File: src/rtl/pri_scan_encoder.sv
// +-----------------------------------------------------------------------------+
// | Module      : pri_scan_encoder                                              |
// | Description : Captures a request vector and emits its set-bit indices one   |
// |               at a time, highest first (lowest first with the macro         |
// |               PRI_SCAN_LSB_FIRST_EN), then pulses done with the count.      |
// | Revision    : 1.0 - initial release                                         |
// +-----------------------------------------------------------------------------+
`default_nettype none

module pri_scan_encoder #(
   parameter int WIDTH = 8,
   parameter int IDX_W = 3
) (
   input  logic             clk,
   input  logic             rst_n,
   input  logic [WIDTH-1:0] d,
   input  logic             load,
   output logic             busy,
   output logic [IDX_W-1:0] idx,
   output logic             idx_valid,
   input  logic             idx_ready,
   output logic             done,
   output logic             none,
   output logic [IDX_W:0]   cnt
);

   localparam logic [1:0] c_ST_IDLE = 2'd0;
   localparam logic [1:0] c_ST_SCAN = 2'd1;
   localparam logic [1:0] c_ST_DONE = 2'd2;

   logic [1:0]       r_state;
   logic [1:0]       w_next_state;
   logic [WIDTH-1:0] r_vec;
   logic [IDX_W:0]   r_cnt;
   logic             r_none;
   logic [IDX_W-1:0] w_idx;
   logic [WIDTH-1:0] w_vec_clr;
   logic             w_accept;
   logic             w_load_go;

   // Priority select over the registered vector; the last match in loop order wins.
   always_comb begin
      w_idx = '0;
`ifdef PRI_SCAN_LSB_FIRST_EN
      for (int i = WIDTH - 1; i >= 0; i--) begin
         if (r_vec[i]) w_idx = IDX_W'(i);
      end
`else
      for (int i = 0; i < WIDTH; i++) begin
         if (r_vec[i]) w_idx = IDX_W'(i);
      end
`endif
   end

   assign w_vec_clr = r_vec & ~(WIDTH'(1) << w_idx);
   assign w_accept  = (r_state == c_ST_SCAN) && idx_ready;
   assign w_load_go = (r_state == c_ST_IDLE) && load;

   // State register
   always_ff @(posedge clk or negedge rst_n) begin
      if (!rst_n) begin
         r_state <= c_ST_IDLE;
      end else begin
         r_state <= w_next_state;
      end
   end

   // Next-state logic
   always_comb begin
      w_next_state = r_state;
      case (r_state)
         c_ST_IDLE: begin
            if (load) begin
               w_next_state = (d == '0) ? c_ST_DONE : c_ST_SCAN;
            end
         end
         c_ST_SCAN: begin
            if (idx_ready && (w_vec_clr == '0)) begin
               w_next_state = c_ST_DONE;
            end
         end
         c_ST_DONE: w_next_state = c_ST_IDLE;
         default:   w_next_state = c_ST_IDLE;
      endcase
   end

   // Datapath registers
   always_ff @(posedge clk or negedge rst_n) begin
      if (!rst_n) begin
         r_vec  <= '0;
         r_cnt  <= '0;
         r_none <= 1'b0;
      end else if (w_load_go) begin
         r_vec  <= d;
         r_cnt  <= '0;
         r_none <= (d == '0);
      end else if (w_accept) begin
         r_vec  <= w_vec_clr;
         r_cnt  <= r_cnt + (IDX_W+1)'(1);
      end
   end

   // Output decode, from registered state only
   always_comb begin
      busy      = (r_state != c_ST_IDLE);
      idx_valid = (r_state == c_ST_SCAN);
      done      = (r_state == c_ST_DONE);
      none      = (r_state == c_ST_DONE) && r_none;
      idx       = w_idx;
      cnt       = r_cnt;
   end

endmodule

`default_nettype wire

File: config.mk
export PLATFORM = sky130hd
export DESIGN_NAME = pri_scan_encoder
export DESIGN_NICKNAME = d
export VERILOG_FILES = /design/src/rtl/pri_scan_encoder.sv
export SDC_FILE = /design/constraint.sdc
export NUM_CORES = 1
export LEC_CHECK = 0
export ABC_CLOCK_PERIOD_IN_PS = 4500
export CORE_AREA = 2 2 39 41
export DETAILED_ROUTE_END_ITERATION = 12
export DIE_AREA = 0 0 41 43
export DONT_BUFFER_PORTS = 1
export PLACE_DENSITY = 0.75
export SLEW_MARGIN = 5
export SYNTH_ARGS = -nofsm -noshare
export SYNTH_HDL_FRONTEND = slang
export SYNTH_SLANG_ARGS = --single-unit
File: constraint.sdc
create_clock -name clk -period 4.5 [get_ports clk]
set_input_delay 0.225 -clock clk [delete_from_list [all_inputs] [get_ports clk]]
set_output_delay 0.225 -clock clk [all_outputs]
set_load 0.005 [all_outputs]
==> results of run 1 <==
state kept, by name, indices dropped and copies added (netlist names):
| name | count |
|---|---|
| r_state | 2 |
| cnt | 4 |
| r_vec | 8 |
| r_none | 1 |
cells by family (layout without fill, tap and decap cells):
logic type | Yosys count | count (layout)
AOI/OAI and AO/OA | 25 | 25
xor gates and xnor gates | 2 | 2
buffers and inverters | 7 | 9
adders and majority gates | 1 | 1
and+or+nand+nor | 37 | 37
DFF | 15 | 15
per-stage QoR:
stage | hold slack [ns] | cells
6_report | 0.0726 | 105
5_1_grt | 0.0738 | 105
4_1_cts | 0.0741 | 105
3_5_place_dp | -0.0702 | 100
3_3_place_gp | -0.0703 | 100
2_1_floorplan | -0.0706 | 87
layout by cell type, fill, tap and decap left out, types with 2 or more instances in the layout:
cell type                  count
sky130_fd_sc_hd__dfrtp_1      15
sky130_fd_sc_hd__nor2_1       11
sky130_fd_sc_hd__nand2_1      11
sky130_fd_sc_hd__a22o_1       10
sky130_fd_sc_hd__o21ai_0       6
sky130_fd_sc_hd__inv_1         4
sky130_fd_sc_hd__nor3_1        3
sky130_fd_sc_hd__o21ai_1       3
sky130_fd_sc_hd__clkbuf_4      3
sky130_fd_sc_hd__and2_1        2
sky130_fd_sc_hd__xor2_1        2
sky130_fd_sc_hd__nor4_1        2
sky130_fd_sc_hd__o21a_1        2
critical path: cells and delay by family, from the launching register on:
| kind | cells | cell delay [ns] |
|---|---|---|
| AO/OA/AOI/OAI | 2 | 0.34 |
| AND/OR/NAND/NOR | 3 | 1.05 |
| flip-flops | 1 | 0.45 |
layer usage:
| metal | global-route usage, % | vias to the layer above |
|---|---|---|
| li1 | - | 316 |
| met1 | 29.8 | 341 |
| met2 | 31.9 | 25 |
| met3 | 3.66 | 5 |
| met4 | 10.0 | 0 |
| met5 | 0 | - |
timing repair:
action | 4_1_cts | 5_1_grt
hold endpoints to repair | 15 | 0
endpoints found under the setup margin | 0 | 0
gates resized for setup | 0 | 0
hold buffers | 1 | 0
power by group:
part           internal, mW  total [mW]  switching [mW]
combinational         0.112       0.262           0.150
clock                0.0344      0.0766          0.0422
sequential            0.184       0.249          0.0646
total                 0.331       0.588           0.257
cell type report:
class | instances | share of cell area, %
Sequential cell | 15 | 45.2
Tap cell | 16 | 2.41
Inverter | 4 | 1.81
Clock buffer | 4 | 3.16
Multi-Input combinational cell | 65 | 46.2
Timing Repair Buffer | 1 | 1.20
final timing paths:
| kind | startpoint | end | slack, ns | cells after the start |
|---|---|---|---|---|
| setup reg to reg | r_vec[5] | r_state[0] | 2.55 | 5 |
| hold / removal | d[1] | r_vec[1] | 0.07 | 1 |
| max in group asynchronous | rst_n | cnt[3] | 3.66 | 1 |
| setup / recovery | r_vec[5] | r_state[0] | 2.55 | 5 |
| hold reg to reg | r_none | r_none | 0.55 | 2 |
| min in group asynchronous | rst_n | r_vec[3] | 0.41 | 1 |
==> metrics.md, run 1 <==
| Metric | Value |
|---|---|
| Async set-or-reset flop fraction in the synthesized netlist | 100% |
| H-tree depth | 1 |
| Floorplan die width | 41 um |
| DRC violation count after routing | 0 |
| P per Cell Area | just over 700 mW/mm2 |
| Cell with the most instances after synthesis | sky130_fd_sc_hd__dfrtp_1 |
| Half-perimeter wire length after placement | roughly 1300 um |
| Status | finished clean |
| Final number of setup-violating endpoints | 0 |
| Number of standard-cell rows in the floorplan | 14 |
| Worst-case setup margin in the final layout | 2.55 ns |
| Achievable Freq | 512 MHz |
| Least-Margin Pin Slew | 0.883 ns |
| I/O pin count | 23 |
| Post-synthesis cell count | 87 |
| Maximum net fanout on the critical path | 6 |
| Top flip-flop cell by instance count after synthesis | sky130_fd_sc_hd__dfrtp_1 |
| All-Layer GR Usage | a little over a fifth |
| Share of the clock period used by the worst path | a little over two fifths |
| Cell type with the highest aggregate area in the netlist | sky130_fd_sc_hd__dfrtp_1 |
| Total design power | between 0.5 and 0.6 mW |
| CORE AREA | about 0.0014 mm2 |
| Number of synthesized flops with an enable pin | 0 |
| Max-Cap Viols | 0 |
| Register Area | 375 um2 |
| Iteration-0 DRC Markers | 15 |
| Slowest stage delay, CP | 0.67 ns |
| Number of buffers added by the clock tree synthesis step | 3 |
| Wire length of the first global-routing pass | 2590 um |
| Post-DR vias/cell | 6.54 |
| Class of the worst hold path | in -> reg |
| Fraction of the yosys area taken by sequential cells | 47.7% |
| Unrepaired setup endpoints after global routing | false |
| Cell at the root of the clock tree | sky130_fd_sc_hd__clkbuf_4 |
| Number of antenna violations at the first check in global routing | 0 |
| Final wirelength | 1720 um |
| Largest family of logic cells by synthesized area | compound AO/OA/AOI/OAI gates |
| Leakage component of the power | between 0.3 and 0.4 nW |
| XOR/XNOR Fraction of Synth Area | under 10% |
| Number of input and output port buffers inserted | 0 |
| Cell at the slowest stage of the critical path | sky130_fd_sc_hd__or4_1 |
| Setup Skew | 0.00292 ns |
| Final Util | between 60 and 70% |
| Floorplan die area | 0.00176 mm2 |
| Critical path launch point type | register |
| Multi-input gate area in the final layout | 384 um2 |
| Final Max Slew Viols | 0 |
| Initial Util | 56.9% |
| Wire length per cell after detailed routing | 16.4 um |
| Adder and majority cell fraction of the synthesized area | 1.59% |
| Number of global-route vias before repair | 626 |
| Number of warnings printed during yosys synthesis | 0 |
| Fraction of final layout cells sized beyond drive strength 1 | 5.62% |
| Wire length the detailed router placed on met1 | around 700 um |
| Highest metal layer used by the detailed router | met4 |
| Maximum resistive drop on vdd | 0.378 mV |
| Number of routed nets with antenna violations | 0 |
| Post-synthesis sequential element count | 15 |
| Net count of the mapped netlist | 100 |
| Critical-path cell list | or4_1, nor3_1, or3_1, o2111ai_1, a22o_1 |
| Area fraction in and, or, nand and nor cells after synthesis | 21.9% |
| Post-synthesis instance area | 787 um2 |
| Total congestion overflow after global routing | 0 |
| Clock tree from TritonCTS | done |
| Gp weighted congestion | 0.758 |
| Worst slew slack as a fraction of its limit | between 40% and 50% |
| Endpoint arrival time on the critical path | 2.13 ns |
| Distinct cell type count of the synthesized netlist | 27 |
| Synth area leaders | sky130_fd_sc_hd__dfrtp_1, sky130_fd_sc_hd__a22o_1, sky130_fd_sc_hd__nand2_1 |
| Post-route design area | 831 um2 |
| Total number of vias | 687 |
| Antenna Cells | 0 |
| Nets | 103 |
| Number of buffers inserted by post-CTS setup repair | 0 |
| Fillers | 126 |
| Mux cell area share after synthesis | 0% |
| Mean cell area of the mapped netlist | just over 9 um2 |
| Top-area cell type share of the netlist area | 47.7% |
| Detail Route met2 WL | 880 um |
| Pin count of the biggest net entering global routing | 16 |
| Shortest period the worst path allows | 1.95 ns |
| Area after DPL | 795 um2 |
| Pre-CTS WS | 2.58 ns |
| Accumulated negative setup slack | 0 ns |
| Type of destination of the critical path | register |
| Final hold violations | 0 |
| Commonest cells in the synthesized netlist | sky130_fd_sc_hd__dfrtp_1, sky130_fd_sc_hd__nand2_1, sky130_fd_sc_hd__nor2_1 |
| Overall die height | roughly 43 um |
| Number of clock sinks seen by CTS | 15 |
| Number of buffers between clock root and the deepest sink | 2 |
| 1st-pass router iterations | 4 |
| WP data required | about 4.7 ns |
| Detailed route wirelength on metal3 | 102 um |
| Layout overhead on the synthesized area | 5.56% |
| Startpoint-to-endpoint class of the critical path | reg -> reg |
| Insertion delay to the later sink of the worst-skew pair | around 0.28 ns |
| Compound-Gate Fraction of Synth Area | 23.1% |
| Register clock-pin slew on the reported worst setup and hold paths | 0.09 ns |
Power figures use the tool's default switching activity.
==> run 2: changes to the inputs <==
--- a/config.mk
+++ b/config.mk
@@ -5,10 +5,10 @@
 export SDC_FILE = /design/constraint.sdc
 export NUM_CORES = 1
 export LEC_CHECK = 0
-export ABC_CLOCK_PERIOD_IN_PS = 4500
-export CORE_AREA = 2 2 39 41
+export ABC_CLOCK_PERIOD_IN_PS = 1900
+export CORE_MARGIN = 2
+export CORE_UTILIZATION = 59
 export DETAILED_ROUTE_END_ITERATION = 12
-export DIE_AREA = 0 0 41 43
 export DONT_BUFFER_PORTS = 1
 export PLACE_DENSITY = 0.75
 export SLEW_MARGIN = 5
==> constraint.sdc (replaced) <==
create_clock -name clk -period 1.9 [get_ports clk]
set_input_delay 0.095 -clock clk [delete_from_list [all_inputs] [get_ports clk]]
set_output_delay 0.095 -clock clk [all_outputs]
set_load 0.005 [all_outputs]
==> metrics.md, run 2 (same netlist as run 1, synthesis figures left out) <==
| Metric | Value |
|---|---|
| Status | finished clean |
| Number of buffers between clock root and the deepest sink | 2 |
| Number of antenna violations at the first check in global routing | 0 |
| Antenna Cells | 0 |
| Total design power | around 1.5 mW |
| Leading cell types in the layout, fill and taps excluded | sky130_fd_sc_hd__dfrtp_1, sky130_fd_sc_hd__nor2_1, sky130_fd_sc_hd__nand2_1 |
| Pin count of the biggest net entering global routing | 16 |
| Least-Margin Pin Slew | 0.669 ns |
| CORE AREA | 0.00127 mm2 |
| Final number of setup-violating endpoints | 0 |
| Leakage component of the power | around 0.44 nW |
| Wire length per cell after detailed routing | 16.1 um |
| Number of standard-cell rows in the floorplan | 13 |
| Critical path launch point type | register |
| Number of routed nets with antenna violations | 0 |
| Total number of vias | 719 |
| Maximum resistive drop on vdd | 0.972 mV |
| Layout overhead on the synthesized area | 21.8% |
| Max-Cap Viols | 0 |
| Wire length of the first global-routing pass | between 2000 and 3000 um |
| Unrepaired setup endpoints after global routing | false |
| Startpoint-to-endpoint class of the critical path | reg -> reg |
| Shortest period the worst path allows | between 1.5 and 2 ns |
| Gp weighted congestion | 0.766 |
| Type of destination of the critical path | register |
| H-tree depth | 1 |
| Class of the worst hold path | in -> reg |
| Most frequent standard cell in the layout excluding fill and tap cells | sky130_fd_sc_hd__dfrtp_1 |
| Number of input and output port buffers inserted | 0 |
| Clock tree from TritonCTS | done |
| Number of global-route vias before repair | around 650 |
| Endpoint arrival time on the critical path | 1.96 ns |
| 1st-pass router iterations | 4 |
| Insertion delay to the later sink of the worst-skew pair | roughly 0.27 ns |
| Achievable Freq | 559 MHz |
| Register clock-pin slew on the reported worst setup and hold paths | around 0.090 ns |
| Final Max Slew Viols | 0 |
| Fraction of final layout cells sized beyond drive strength 1 | 11.7% |
| P per Cell Area | 1560 mW/mm2 |
| Smallest hold slack | around 0.024 ns |
| Number of clock sinks seen by CTS | 15 |
| WP data required | 2.07 ns |
| Total congestion overflow after global routing | 0 |
| Maximum net fanout on the critical path | 6 |
| DRC violation count after routing | 0 |
| Largest register FFs | 8 |
| Half-perimeter wire length after placement | 1420 um |
| Overall die height | 40.5 um |
| Nets | approximately 120 |
| Floorplan die area | roughly 0.0016 mm2 |
| Post-DR vias/cell | 6.09 |
| Accumulated negative setup slack | 0 ns |
| Final hold violations | 0 |
| Iteration-0 DRC Markers | 44 |
| Worst slew slack as a fraction of its limit | 55.3% |
| Number of buffers added by the clock tree synthesis step | 3 |
| Largest reg by FF count | r_vec |
| Initial Util | between 60 and 70% |
| I/O pin count | 23 |
| Floorplan die width | 40.5 um |
| All-Layer GR Usage | 27.5% |
| Share of the clock period used by the worst path | between 90% and 100% |
| Final wirelength | roughly 1900 um |
| Setup Skew | 0.00311 ns |
| Cell at the root of the clock tree | sky130_fd_sc_hd__clkbuf_4 |
==> run 2: final cells by class <==
type,instances,area [um2]
repair buffers,15,135
inverters,4,15.0
flip-flops and latches,15,375
fillers,96,310
well taps,15,18.8
clock buffers,4,26.3
multi-input cells,65,388
==> run 2: worst max-delay path, stage by stage, from the launching register on <==
cell                        delay, ns
sky130_fd_sc_hd__dfrtp_1         0.39
sky130_fd_sc_hd__or4_4           0.60
sky130_fd_sc_hd__a211oi_2        0.23
sky130_fd_sc_hd__or3_1           0.13
sky130_fd_sc_hd__o2111ai_1       0.14
sky130_fd_sc_hd__a22o_1          0.21
==> run 2: path summary, 6_finish.rpt <==
| check | from | endpoint | slack (ns) | depth (start not counted) |
|---|---|---|---|---|
| setup / recovery | r_vec[4] | r_state[0] | 0.11 | 5 |
| hold / removal | idx_ready | r_state[1] | 0.02 | 2 |
| setup reg to reg | r_vec[4] | r_state[0] | 0.11 | 5 |
| hold reg to reg | r_none | r_none | 0.54 | 2 |
| max in group asynchronous | rst_n | cnt[2] | 1.19 | 1 |
| min in group asynchronous | rst_n | r_vec[1] | 0.29 | 1 |
==> run 2: stage by stage <==
step / setup slack [ns] / instance area [um2] / util [%] / cells
after CTS: 0.109 / 958 / 75.5 / 118
after global routing: 0.0238 / 958 / 75.5 / 118
after global placement: 0.103 / 838 / 66.1 / 105
final: 0.112 / 958 / 75.5 / 118
after detailed placement: 0.00199 / 838 / 66.1 / 105
after floorplan: 0.150 / 787 / - / 87
==> run 2: report_power, final <==
part / switching [mW] / internal (mW)
clock: 0.0956 / 0.0813
combinational: 0.427 / 0.351
sequential: 0.108 / 0.437
total: 0.630 / 0.870
==> run 2: repair_timing <==
action,CTS,global route
hold buffers,9,0
buffers inserted,0,0
endpoints found under the hold margin,23,0
resized for setup,1,0
setup endpoints to repair,1,0
==> run 2: routing by layer <==
metal / up-vias / GRT usage (%) / share of wire [%]
met5: - / 0 / 0
met3: 4 / 7.22 / 6.7
li1: 340 / - / -
met4: 0 / 5.00 / 0.73
met1: 344 / 35.8 / 42
met2: 31 / 46.0 / 50
==> run 3: changes to the inputs <==
--- a/config.mk
+++ b/config.mk
@@ -10,6 +10,7 @@
 export CORE_UTILIZATION = 59
 export DETAILED_ROUTE_END_ITERATION = 12
 export DONT_BUFFER_PORTS = 1
+export GPL_TIMING_DRIVEN = 0
 export PLACE_DENSITY = 0.75
 export SLEW_MARGIN = 5
 export SYNTH_ARGS = -nofsm -noshare
==> metrics.md, run 3 (same netlist as run 1, synthesis figures left out) <==
| Metric | Value |
|---|---|
| Met2 usage | approximately half |
| Endpoint arrival time on the critical path | around 2.0 ns |
| H-tree depth | 1 |
| Largest reg by FF count | r_vec |
| Achievable Freq | between 500 and 600 MHz |
| Leakage component of the power | 0.446 nW |
| Most frequent standard cell in the layout excluding fill and tap cells | sky130_fd_sc_hd__dfrtp_1 |
| Total number of vias | 740 |
| 1st-pass router iterations | 4 |
| Pin count of the biggest net entering global routing | 16 |
| Floorplan die width | 40.5 um |
| Total congestion overflow after global routing | 0 |
| Final hold violations | 0 |
| Number of antenna violations at the first check in global routing | 0 |
| Register clock-pin slew on the reported worst setup and hold paths | 0.10 ns |
| All-Layer GR Usage | 30.0% |
| Gp weighted congestion | 0.772 |
| Number of input and output port buffers inserted | 0 |
| Setup Skew | 0.00468 ns |
| Number of standard-cell rows in the floorplan | 13 |
| Pre-CTS WS | slightly below 0.009 ns |
| Cell at the root of the clock tree | sky130_fd_sc_hd__clkbuf_4 |
| P per Cell Area | 1590 mW/mm2 |
| Clock tree from TritonCTS | done |
| Overall die height | 40.5 um |
| Leading cell types in the layout, fill and taps excluded | sky130_fd_sc_hd__dfrtp_1, sky130_fd_sc_hd__nor2_1, sky130_fd_sc_hd__nand2_1 |
| Area after DPL | 806 um2 |
| Non-Filler Instances | 119 |
| WP data required | 2.08 ns |
| Post-route design area | 978 um2 |
| Combinational share of power | 50.9% |
| Maximum resistive drop on vdd | between 0.9 and 1 mV |
| Insertion delay to the later sink of the worst-skew pair | 0.29 ns |
| Antenna Cells | 0 |
| Wire length per cell after detailed routing | 17.2 um |
| Wire length of the first global-routing pass | about 3200 um |
| Routing usage on met1 | 36.7% |
| Post-DR vias/cell | 6.22 |
| Final Util | 77.1% |
| Floorplan die area | 0.00164 mm2 |
| CORE AREA | 0.00127 mm2 |
| Worst slew slack as a fraction of its limit | 53.8% |
| I/O pin count | 23 |
| Maximum net fanout on the critical path | 6 |
| Number of routed nets with antenna violations | 0 |
| Number of global-route vias before repair | slightly above 700 |
| Net switching power figure | 0.683 mW |
| Class of the worst hold path | in -> reg |
| Final wirelength | 2050 um |
| Startpoint-to-endpoint class of the critical path | reg -> reg |
| Shortest period the worst path allows | 1.83 ns |
| Critical path launch point type | register |
| Initial Util | 62.0% |
| Iteration-0 DRC Markers | 20 |
| Fraction of final layout cells sized beyond drive strength 1 | a little over an eighth |
| Number of buffers added by the clock tree synthesis step | 3 |
| Worst-case setup margin in the final layout | 0.0689 ns |
| Final number of setup-violating endpoints | 0 |
| Nets | 118 |
| Final Max Slew Viols | 0 |
| Number of clock sinks seen by CTS | 15 |
| Proportion of total power due to net switching | 43.8% |
| Layout overhead on the synthesized area | 24.3% |
| Global routing usage on met3 | roughly 5.6% |
| Share of the clock period used by the worst path | 96.4% |
| Largest register FFs | 8 |
| Accumulated negative setup slack | 0 ns |
| Max-Cap Viols | 0 |
| Status | finished clean |
| Placed instance count | between 100 and 150 |
| Smallest hold slack | 0.0424 ns |
| Clk pwr share | 12.1% |
| Half-perimeter wire length after placement | 1300 um |
| Internal power of the cells | 0.876 mW |
| Least-Margin Pin Slew | a little under 0.7 ns |
| Total design power | 1.56 mW |
| Type of destination of the critical path | register |
| Busiest layer in global routing | met2 |
| DRC violation count after routing | 0 |
| Sequential Power Share | roughly 37% |
| Number of buffers between clock root and the deepest sink | 2 |
==> run 3: layout make-up <==
cell class                      instances  area (um2)
Timing Repair Buffer                   13         123
Fill cell                              91         290
Clock inverter                          1        5.00
Multi-Input combinational cell         65         399
Clock buffer                            3        22.5
Tap cell                               15        18.8
Buffer                                  3        18.8
Sequential cell                        15         377
Inverter                                4        15.0
==> run 3: worst max-delay path, stage by stage (launching register included) <==
cell                        delay (ns)
sky130_fd_sc_hd__dfrtp_2          0.45
sky130_fd_sc_hd__or4_4            0.49
sky130_fd_sc_hd__buf_6            0.15
sky130_fd_sc_hd__a211oi_2         0.16
sky130_fd_sc_hd__or3_1            0.16
sky130_fd_sc_hd__o2111ai_2        0.12
sky130_fd_sc_hd__a22o_1           0.20
==> run 3: final timing paths <==
path                           from    endpoint  slack, ns  cells past startpoint
setup / recovery           r_vec[6]  r_state[0]       0.07                      6
hold / removal                 d[2]  r_state[1]       0.04                      3
setup reg to reg           r_vec[6]  r_state[0]       0.07                      6
hold reg to reg              r_none      r_none       0.55                      2
max in group asynchronous     rst_n    r_vec[6]       1.14                      1
min in group asynchronous     rst_n    r_vec[2]       0.28                      1
==> run 3: repair_timing <==
action,4_1_cts,5_1_grt
gates cloned,0,0
pin swaps,0,3
buffers inserted,2,1
endpoints found under the hold margin,24,0
endpoints found under the setup margin,1,2
hold buffers,10,0
resized for setup,0,7
==> run 3: power by group through the flow <==
stage | sequential, mW | combinational [mW] | clock (mW)
final | 0.577 | 0.795 | 0.188
after global placement | 0.581 | 0.611 | 0
after floorplan | 0.548 | 0.529 | 0
after detailed placement | 0.594 | 0.633 | 0
after global routing | 0.593 | 0.887 | 0.205
after CTS | 0.571 | 0.704 | 0.189
==> run 3: metal layers <==
layer | vias to the layer above | share of wire, %
met3 | 10 | 5.4
met5 | - | 0
met4 | 0 | 2.8
li1 | 344 | -
met1 | 359 | 41
met2 | 27 | 51
